`src/rtl/sat_add_arbiter_pkg.sv`:
```
`default_nettype none
// +------------------------------------------------------------------+
// | sat_add_arbiter_pkg: saturation flag encodings and clog2 helper   |
// | Rev 1.0                                                           |
// +------------------------------------------------------------------+
package sat_add_arbiter_pkg;

    localparam logic [1:0] SAT_NONE = 2'b00;
    localparam logic [1:0] SAT_POS  = 2'b01;
    localparam logic [1:0] SAT_NEG  = 2'b10;

    // Never returns less than 1 so index ports always have a legal width.
    function automatic int clog2(input int n);
        int w;
        w = 1;
        while ((1 << w) < n) begin
            w = w + 1;
        end
        return w;
    endfunction

endpackage
`default_nettype wire

```
`src/rtl/sat_add_arbiter_sat_add.sv`:
```
`default_nettype none
// +------------------------------------------------------------------+
// | sat_add: combinational signed adder clamping to the type range    |
// | Rev 1.0                                                           |
// +------------------------------------------------------------------+
module sat_add
    import sat_add_arbiter_pkg::*;
#(
    parameter int BITWIDTH = 32
) (
    input  logic [BITWIDTH-1:0] a,
    input  logic [BITWIDTH-1:0] b,
    output logic [BITWIDTH-1:0] sum,
    output logic [1:0]          sat
);

    logic [BITWIDTH:0] w_wide;

    assign w_wide = {a[BITWIDTH-1], a} + {b[BITWIDTH-1], b};

    always_comb begin
        sum = w_wide[BITWIDTH-1:0];
        sat = SAT_NONE;
        case (w_wide[BITWIDTH:BITWIDTH-1])
            2'b01: begin
                sum = {1'b0, {(BITWIDTH-1){1'b1}}};
                sat = SAT_POS;
            end
            2'b10: begin
                sum = {1'b1, {(BITWIDTH-1){1'b0}}};
                sat = SAT_NEG;
            end
            default: ;
        endcase
    end

endmodule
`default_nettype wire

```
`src/rtl/sat_add_arbiter.sv`:
```
`default_nettype none
// +------------------------------------------------------------------+
// | sat_add_arbiter: round-robin requesters feeding one saturating    |
// | adder with a single-entry result register. Rev 1.0                |
// +------------------------------------------------------------------+
module sat_add_arbiter
    import sat_add_arbiter_pkg::*;
#(
    parameter int BITWIDTH = 32,
    parameter int NREQ     = 4,
    parameter int CNTW     = 16
) (
    input  logic                     clk,
    input  logic                     rst,
    input  logic [NREQ-1:0]          req_valid,
    output logic [NREQ-1:0]          req_ready,
    input  logic [NREQ*BITWIDTH-1:0] req_a,
    input  logic [NREQ*BITWIDTH-1:0] req_b,
    output logic                     res_valid,
    input  logic                     res_ready,
    output logic [BITWIDTH-1:0]      res_data,
    output logic [clog2(NREQ)-1:0]   res_id,
    output logic [1:0]               res_sat,
    input  logic                     stat_clr,
    output logic [CNTW-1:0]          stat_cnt
);

    localparam int IDW = clog2(NREQ);

    logic [IDW-1:0]      r_last_grant;
    logic                r_valid;
    logic [BITWIDTH-1:0] r_data;
    logic [IDW-1:0]      r_id;
    logic [1:0]          r_sat;
    logic [CNTW-1:0]     r_stat_cnt;

    logic                w_slot_free;
    logic                w_found;
    logic [IDW-1:0]      w_grant;
    logic [IDW-1:0]      w_cand;
    logic                w_req_xfer;
    logic                w_res_xfer;
    logic                w_sat_inc;
    logic [BITWIDTH-1:0] w_a;
    logic [BITWIDTH-1:0] w_b;
    logic [BITWIDTH-1:0] w_sum;
    logic [1:0]          w_sat;

    assign w_slot_free = !r_valid || res_ready;

    // Rotating priority: the search starts just past the last grant.
    always_comb begin
        w_found = 1'b0;
        w_grant = '0;
        w_cand  = '0;
        for (int k = 1; k <= NREQ; k++) begin
            w_cand = IDW'((int'(r_last_grant) + k) % NREQ);
            if (!w_found && req_valid[w_cand]) begin
                w_found = 1'b1;
                w_grant = w_cand;
            end
        end
    end

    always_comb begin
        req_ready = '0;
        if (w_found && w_slot_free && !rst) begin
            req_ready[w_grant] = 1'b1;
        end
    end

    assign w_req_xfer = |(req_valid & req_ready);
    assign w_res_xfer = r_valid && res_ready;
    assign w_sat_inc  = w_res_xfer && (r_sat != SAT_NONE);

    assign w_a = req_a[int'(w_grant)*BITWIDTH +: BITWIDTH];
    assign w_b = req_b[int'(w_grant)*BITWIDTH +: BITWIDTH];

    sat_add #(
        .BITWIDTH (BITWIDTH)
    ) u_sat_add (
        .a   (w_a),
        .b   (w_b),
        .sum (w_sum),
        .sat (w_sat)
    );

    always_ff @(posedge clk) begin
        if (rst) begin
            r_valid      <= 1'b0;
            r_data       <= '0;
            r_id         <= '0;
            r_sat        <= SAT_NONE;
            r_last_grant <= IDW'(NREQ - 1);
        end else if (w_req_xfer) begin
            r_valid      <= 1'b1;
            r_data       <= w_sum;
            r_id         <= w_grant;
            r_sat        <= w_sat;
            r_last_grant <= w_grant;
        end else if (w_res_xfer) begin
            r_valid <= 1'b0;
        end
    end

    // A clear coinciding with a counted transfer leaves that transfer counted.
    always_ff @(posedge clk) begin
        if (rst) begin
            r_stat_cnt <= '0;
        end else if (stat_clr) begin
            r_stat_cnt <= w_sat_inc ? CNTW'(1) : '0;
        end else if (w_sat_inc && (r_stat_cnt != '1)) begin
            r_stat_cnt <= r_stat_cnt + CNTW'(1);
        end
    end

    assign res_valid = r_valid;
    assign res_data  = r_data;
    assign res_id    = r_id;
    assign res_sat   = r_sat;
    assign stat_cnt  = r_stat_cnt;

endmodule
`default_nettype wire

```
`config.mk`:
```
export PLATFORM = sky130hd
export DESIGN_NAME = sat_add_arbiter
export DESIGN_NICKNAME = d
export VERILOG_FILES = /design/src/rtl/sat_add_arbiter_pkg.sv /design/src/rtl/sat_add_arbiter_sat_add.sv /design/src/rtl/sat_add_arbiter.sv
export SDC_FILE = /design/constraint.sdc
export NUM_CORES = 1
export LEC_CHECK = 0
export CORE_ASPECT_RATIO = 0.9
export CORE_MARGIN = 4
export CORE_UTILIZATION = 41
export CTS_CLUSTER_SIZE = 25
export DETAILED_ROUTE_END_ITERATION = 8
export PLACE_DENSITY_LB_ADDON = 0.2
export SYNTH_ARGS = -nofsm -noshare
export SYNTH_HDL_FRONTEND = slang
export SYNTH_HIERARCHICAL = 1
export SYNTH_SLANG_ARGS = --single-unit
```
`constraint.sdc`:
```
create_clock -name clk -period 7.1 [get_ports clk]
set_input_delay 1.775 -clock clk [delete_from_list [all_inputs] [get_ports clk]]
set_output_delay 1.775 -clock clk [all_outputs]
set_load 0.01 [all_outputs]
```
# After elaboration in Yosys (flattened, before gate mapping)
# Index checks and enable logic that the tools add are counted.
# word_totals
register_bits	55
in_bits	264
out_inout_bits	57
elab_cells	69
# classes
n_addsub	6
magnitude_cmp	6
n_eq_ne	3
n_shift	2
muxes	26
n_bitwise	1
reduce_logical	19
# ops
operator	n
$shiftx 128x8->32	2
$pmux 32 s2	1
$add 32x32->33	1
$mux 16	2
$add 16x1->16 const B	1
$ne 16x16->1 const B	1
$lt 2x3->1 const B	5
$mux 1	12
$logic_and 1x1->1	9
$bmux 1 s2	4
$mux 2	4
$reduce_bool 2->1	3
$logic_not 1->1	5
$add 2x1->2 const B	2
$add 2x2->2 const B	2
$and 4x4->4	1
$mux 4	1
$pmux 2 s2	1
$reduce_or 4->1	1
$demux 1 s2	1
$eq 2x1->1 const B	1
$eq 2x2->1 const B	1
$ge 2x1->1 const B	1
$logic_or 1x1->1	1

# Depth between registers and ports, before layout
# logic_depth
word_depth	21
mapped_depth	25
ltp_nobuf	21

# Hierarchy
# Netlist, hierarchy kept.
# modules_own_cells
module	n_inst	cells_each	area_each_um2	seq_area_each_um2
sat_add_arbiter	1	670	4236.6	1101.1
sat_add	1	307	2030.7	0.0

# Worst setup path before layout
# OpenSTA, ideal clock, no wires.
# synth_timing
path_kind	input port to flip-flop
start	input port req_valid[3]
end	register r_data[27], in the netlist res_data[27]
setup_ns	0.070
t_arrival_ns	6.028
required_time_ns	7.030
path_slack_ns	1.002
cell_stages	24
path_cell_list	buf_2 > nor2b_1 > o21ai_0 > buf_2 > buf_1 > nand3_1 > nand4_1 > ha_1 > clkbuf_1 > a21oi_2 > o21bai_1 > a311o_1 > o31ai_4 > nand2_2 > a21oi_4 > mux2i_1 > ha_1 > inv_1 > clkbuf_1 > nand2_1 > clkbuf_1 > o311ai_1 > nand2_1 > a21oi_1
# synth_between
word_cells_on_any_way	38
classes_between	add/sub: 1; order compare: 2; eq/ne: 2; shift: 2; mux: 20; bitwise: 1; reduce/logical: 10
# synth_rtl
item	line_no	source
start: declaration	sat_add_arbiter.sv:15	input logic [NREQ-1:0] req_valid,
$bmux 1 s2	sat_add_arbiter.sv:58	if (!w_found && req_valid[w_cand]) begin
$mux 1 (implied by the code)	sat_add_arbiter.sv:58	
$mux 1	sat_add_arbiter.sv:58	
$logic_not 1->1	sat_add_arbiter.sv:58	
$logic_and 1x1->1	sat_add_arbiter.sv:58	
$mux 1	sat_add_arbiter.sv:58	
$logic_not 1->1	sat_add_arbiter.sv:58	
$logic_and 1x1->1	sat_add_arbiter.sv:58	
[2 not listed]	--	
$logic_and 1x1->1	sat_add_arbiter.sv:58	
$mux 2 *	sat_add_arbiter.sv:58	
$shiftx 128x8->32 *	sat_add_arbiter.sv:76	assign w_a = req_a[int'(w_grant)*BITWIDTH +: BITWIDTH];
via w_a[6]	sat_add_arbiter.sv:44	logic [BITWIDTH-1:0] w_a;
$add 32x32->33 *	sat_add_arbiter_sat_add.sv:19	assign w_wide = {a[BITWIDTH-1], a} + {b[BITWIDTH-1], b};
$eq 2x2->1 / $eq 2x1->1 (equally long branches)	sat_add_arbiter_sat_add.sv:24	case (w_wide[BITWIDTH:BITWIDTH-1])
$pmux 32 s2 *	sat_add_arbiter_sat_add.sv:24	
via w_sum[27]	sat_add_arbiter.sv:46	logic [BITWIDTH-1:0] w_sum;
end signal: assignment	sat_add_arbiter.sv:97	r_data <= w_sum;
end: declaration	sat_add_arbiter.sv:32	logic [BITWIDTH-1:0] r_data;
# Mark *: on every way through the listed nets, which the timed path passes. The rest lies on a longest branch. The select of a mux whose other input is x is not followed.
# A chain may end at the register's enable or synchronous reset.

# Final worst setup path
# layout_timing
start	input port req_valid[2]
end	register r_data[8], in the netlist res_data[8]
# Same word-level chain as after synthesis.

==> tab_implementation.tex <==
\begin{tabular}{lr}
\hline
Metric & Value \\
\hline
\multicolumn{2}{l}{\textbf{Status}} \\
Run status & finished, final reports clean \\
\multicolumn{2}{l}{\textbf{Power and ir drop}} \\
Switching fraction of total power & 46.92\% \\
IR drop worst, VDD & 0.3462 mV \\
Switching pwr & 1.115 mW \\
Static Leakage & 3.610 nW \\
Total power per unit cell area & 241.5 nW/µm² \\
Part of the total power dissipated in the clock network & 10.6\% \\
Comb pwr share & 71.1\% \\
Share of power burned in registers & 18.3\% \\
Cell internal power dissipation & 1.261 mW \\
\multicolumn{2}{l}{\textbf{Detailed routing}} \\
Total number of vias & 8614 \\
WL/cell & 20.50 µm \\
Total DRC errors in the routed layout & 0 \\
Via density per instance & 5.945 \\
Detailed-routing iteration count for the pre-antenna-repair pass & 5 \\
Total Routed Length & 29710 µm \\
Antenna-violating nets left & 0 \\
Starting DRT DRC Count & 768 \\
\multicolumn{2}{l}{\textbf{Synth}} \\
Yosys warning count & 6 \\
Leading cell type by number of instances after synthesis & nand2\_1 \\
Mapped Nets & 1278 \\
Post-synthesis instance area & 6267 µm² \\
Syn Inst Count & 977 \\
Post-synth cell types & 63 \\
Share of the yosys chip area belonging to registers & 17.57\% \\
Flip-flop and latch count after synthesis & 55 \\
Top cells by area, synth & dfxtp\_1, nand3\_1, nand2\_1 \\
Number of enable flip-flop cells after synthesis & 0 \\
Leading cell types by count after synthesis & nand2\_1, nand3\_1, o21ai\_0 \\
Post-synthesis cell type with the largest combined area & dfxtp\_1 \\
Yosys top cell area share & 17.57\% \\
Synth async-reset ratio & 0\% \\
Top FF cell, synth & dfxtp\_1 \\
Post-synthesis average cell area & 6.415 µm² \\
\multicolumn{2}{l}{\textbf{Floorplan}} \\
Site Rows & 42 \\
Count of pins on the block boundary & 321 \\
Die area & 17330 µm² \\
Area of the core & 14870 µm² \\
Chip width & 138.3 µm \\
Initial core utilization & 42.14\% \\
Die H & 125.3 µm \\
\multicolumn{2}{l}{\textbf{STA}} \\
Max-slew violation count & 0 \\
Final-report setup violation count & 0 \\
Final-layout worst hold slack & 454.4 ps \\
Period Utilization, post-route & 94.61\% \\
Max-slew headroom at the worst pin & 30.74\% \\
Transition time of the tightest slew-check pin & 1035 ps \\
Final Hold Fails & 0 \\
Min cycle time layout & 6717 ps \\
Max Fclk & 148.9 MHz \\
Setup TNS & 0 ps \\
Max Clock Skew & 9.001 ps \\
\multicolumn{2}{l}{\textbf{Cells and area}} \\
Area grow syn2layout & 57.02\% \\
Final design instance area without fill & 9841 µm² \\
Layout cells sized above 1 & 4.880\% \\
Number of filler instances in the final layout & 1394 \\
Total number of nets in the final design & 1550 \\
\multicolumn{2}{l}{\textbf{Global routing}} \\
Maximum number of pins on one net before global-route repair & 66 \\
Initial antenna violation count & 1 \\
Global-route wire length before repair & 45820 µm \\
Total track usage & 32.28\% \\
Residual overflow from global routing & 0 \\
Via count of the first global-routing pass & 8162 \\
\multicolumn{2}{l}{\textbf{Min path}} \\
Min-Delay Path Depth & 2 \\
Worst hold path class & reg2reg \\
Destination of the worst hold path & res\_data[30] \\
Hold\_sp & res\_data[30] \\
\multicolumn{2}{l}{\textbf{Place}} \\
Detailed Place HPWL & 23480 µm \\
Placed standard-cell area & 9659 µm² \\
Final estimated routing congestion in global placement & 1.007 \\
Port bufs & 320 \\
\multicolumn{2}{l}{\textbf{Worst setup path}} \\
Crit path capture type & flip-flop \\
Worst reg-to-reg setup slack & 1710 ps \\
Maximum net fanout on the critical path & 18 \\
Worst reg2reg endpoint & res\_data[8] \\
Critical Path RT & 7270 ps \\
R2r worst-path depth & 21 \\
Arrival time at the worst endpoint & 6890 ps \\
Element type at the critical path start & input pin \\
Launching point of the worst reg2reg path & r\_last\_grant[1] \\
Kind of critical path & in2reg \\
\multicolumn{2}{l}{\textbf{CTS}} \\
Latest clock arrival within the worst-skew pair & 300 ps \\
H-Tree Level Count & 2 \\
Number of clock buffers inserted by TritonCTS & 5 \\
Post-CTS Hold Buffers & 0 \\
Clock tree from TritonCTS & built \\
Total number of clock tree sinks & 55 \\
Number of buffers on the longest clock path & 2 \\
Worst-path clk slew & 80 ps \\
Library cell used as clock root buffer & clkbuf\_16 \\
\multicolumn{2}{l}{\textbf{Flow run}} \\
Max-cap violation count & 0 \\
\hline
\end{tabular}
==> timing repair <==
item,CTS,global route
setup buffers,0,3
setup endpoints to repair,0,30
gates resized for setup,0,2
==> power groups by stage <==
stage	clock [mW]	sequential (mW)	combinational [mW]
finish	0.252	0.435	1.69
global route	0.266	0.445	1.84
global placement	0	0.439	1.61
floorplan	0	0.464	0.948
CTS	0.254	0.435	1.62
detailed placement	0	0.440	1.60
==> cells by family after synthesis <==
family / synth area share [%]
AOI/OAI and AO/OA: 25.65
xor gates and xnor gates: 4.053
adders and majority gates: 7.506
buffers and inverters: 6.468
DFF: 17.57
muxes: 0.6588
and+or+nand+nor: 38.09
==> layout make-up <==
type	count	area (µm²)	area share [%]
antenna	1	2.502	0.02543
clock buffer	5	125.1	1.271
clock inverter	3	25.02	0.2543
inverter	17	67.56	0.6866
multi-input combinational	824	4816	48.94
sequential	55	1101	11.19
tap	198	247.7	2.517
timing repair buffer	346	3456	35.12
==> state kept, by name (all words and copies together) (netlist names) <==
register,count
res_data,32
stat_cnt,16
r_last_grant,2
res_id,2
res_sat,2
res_valid,1
==> critical path, cell delays in order <==
cell and delay, ps:
clkdlybuf4s50_1 630, or3_1 500, o311ai_4 220, buf_12 230
nand3_1 80, nand4_1 220, inv_1 90, fa_1 450
nand2b_1 180, a21oi_1 160, o22ai_1 200, o211ai_1 300
and2_1 220, a21o_1 150, o21ai_0 150, ha_2 460
clkinvlp_4 190, nand2_1 180, buf_4 230, o21ai_0 130
nand2_1 70, a21oi_1 60
==> cells in the final DEF, fill, tap and decap left out, drive strengths merged, types with 5 or more instances in the layout <==
cell type,n
dfxtp,55
a31oi,11
ha,36
xnor2,12
a21oi,86
nor2,28
inv,16
buf,27
nand4,78
o211ai,5
or3,5
xor2,17
nor3,7
nand2b,6
nor4,7
clkbuf,5
clkdlybuf4s50,319
nand3,140
nand2,179
or4,7
o21bai,7
o31ai,7
a21o,8
a211oi,7
o21ai,118
o21a,5
nor2b,7
and3,5
==> through the flow <==
| step | instances | worst slack (ps) | utilization (%) | power [mW] |
|---|---|---|---|---|
| floorplan | 977 | 1002 | - | 1.413 |
| global placement | 1437 | 160.0 | 64.95 | 2.046 |
| detailed placement | 1437 | 98.20 | 64.95 | 2.044 |
| CTS | 1445 | 379.0 | 65.96 | 2.304 |
| global route | 1449 | -6.026 | 66.17 | 2.552 |
| finish | 1449 | 382.9 | 66.17 | 2.376 |
==> worst max-delay path by stage <==
stage | startpoint | to | slack [ps] | depth (start not counted)
after floorplan | req_valid[3] | res_data[27] | 1000 | 24
after global placement | req_valid[2] | res_data[14] | 160 | 22
after detailed placement | req_valid[2] | res_data[15] | 100 | 22
after CTS | req_valid[2] | res_data[15] | 380 | 22
after global routing | req_valid[2] | res_data[8] | -6 | 22
final | req_valid[2] | res_data[8] | 380 | 22
==> per-layer routing <==
metal / up-vias / track usage [%] / wire length (µm)
met5: - / 0 / 0
met4: 0 / 8.658 / 893
met3: 54 / 8.667 / 2494
met2: 444 / 53.27 / 13770
met1: 3992 / 41.82 / 12550
li1: 4124 / - / -
(Power assumes the default switching activity.)
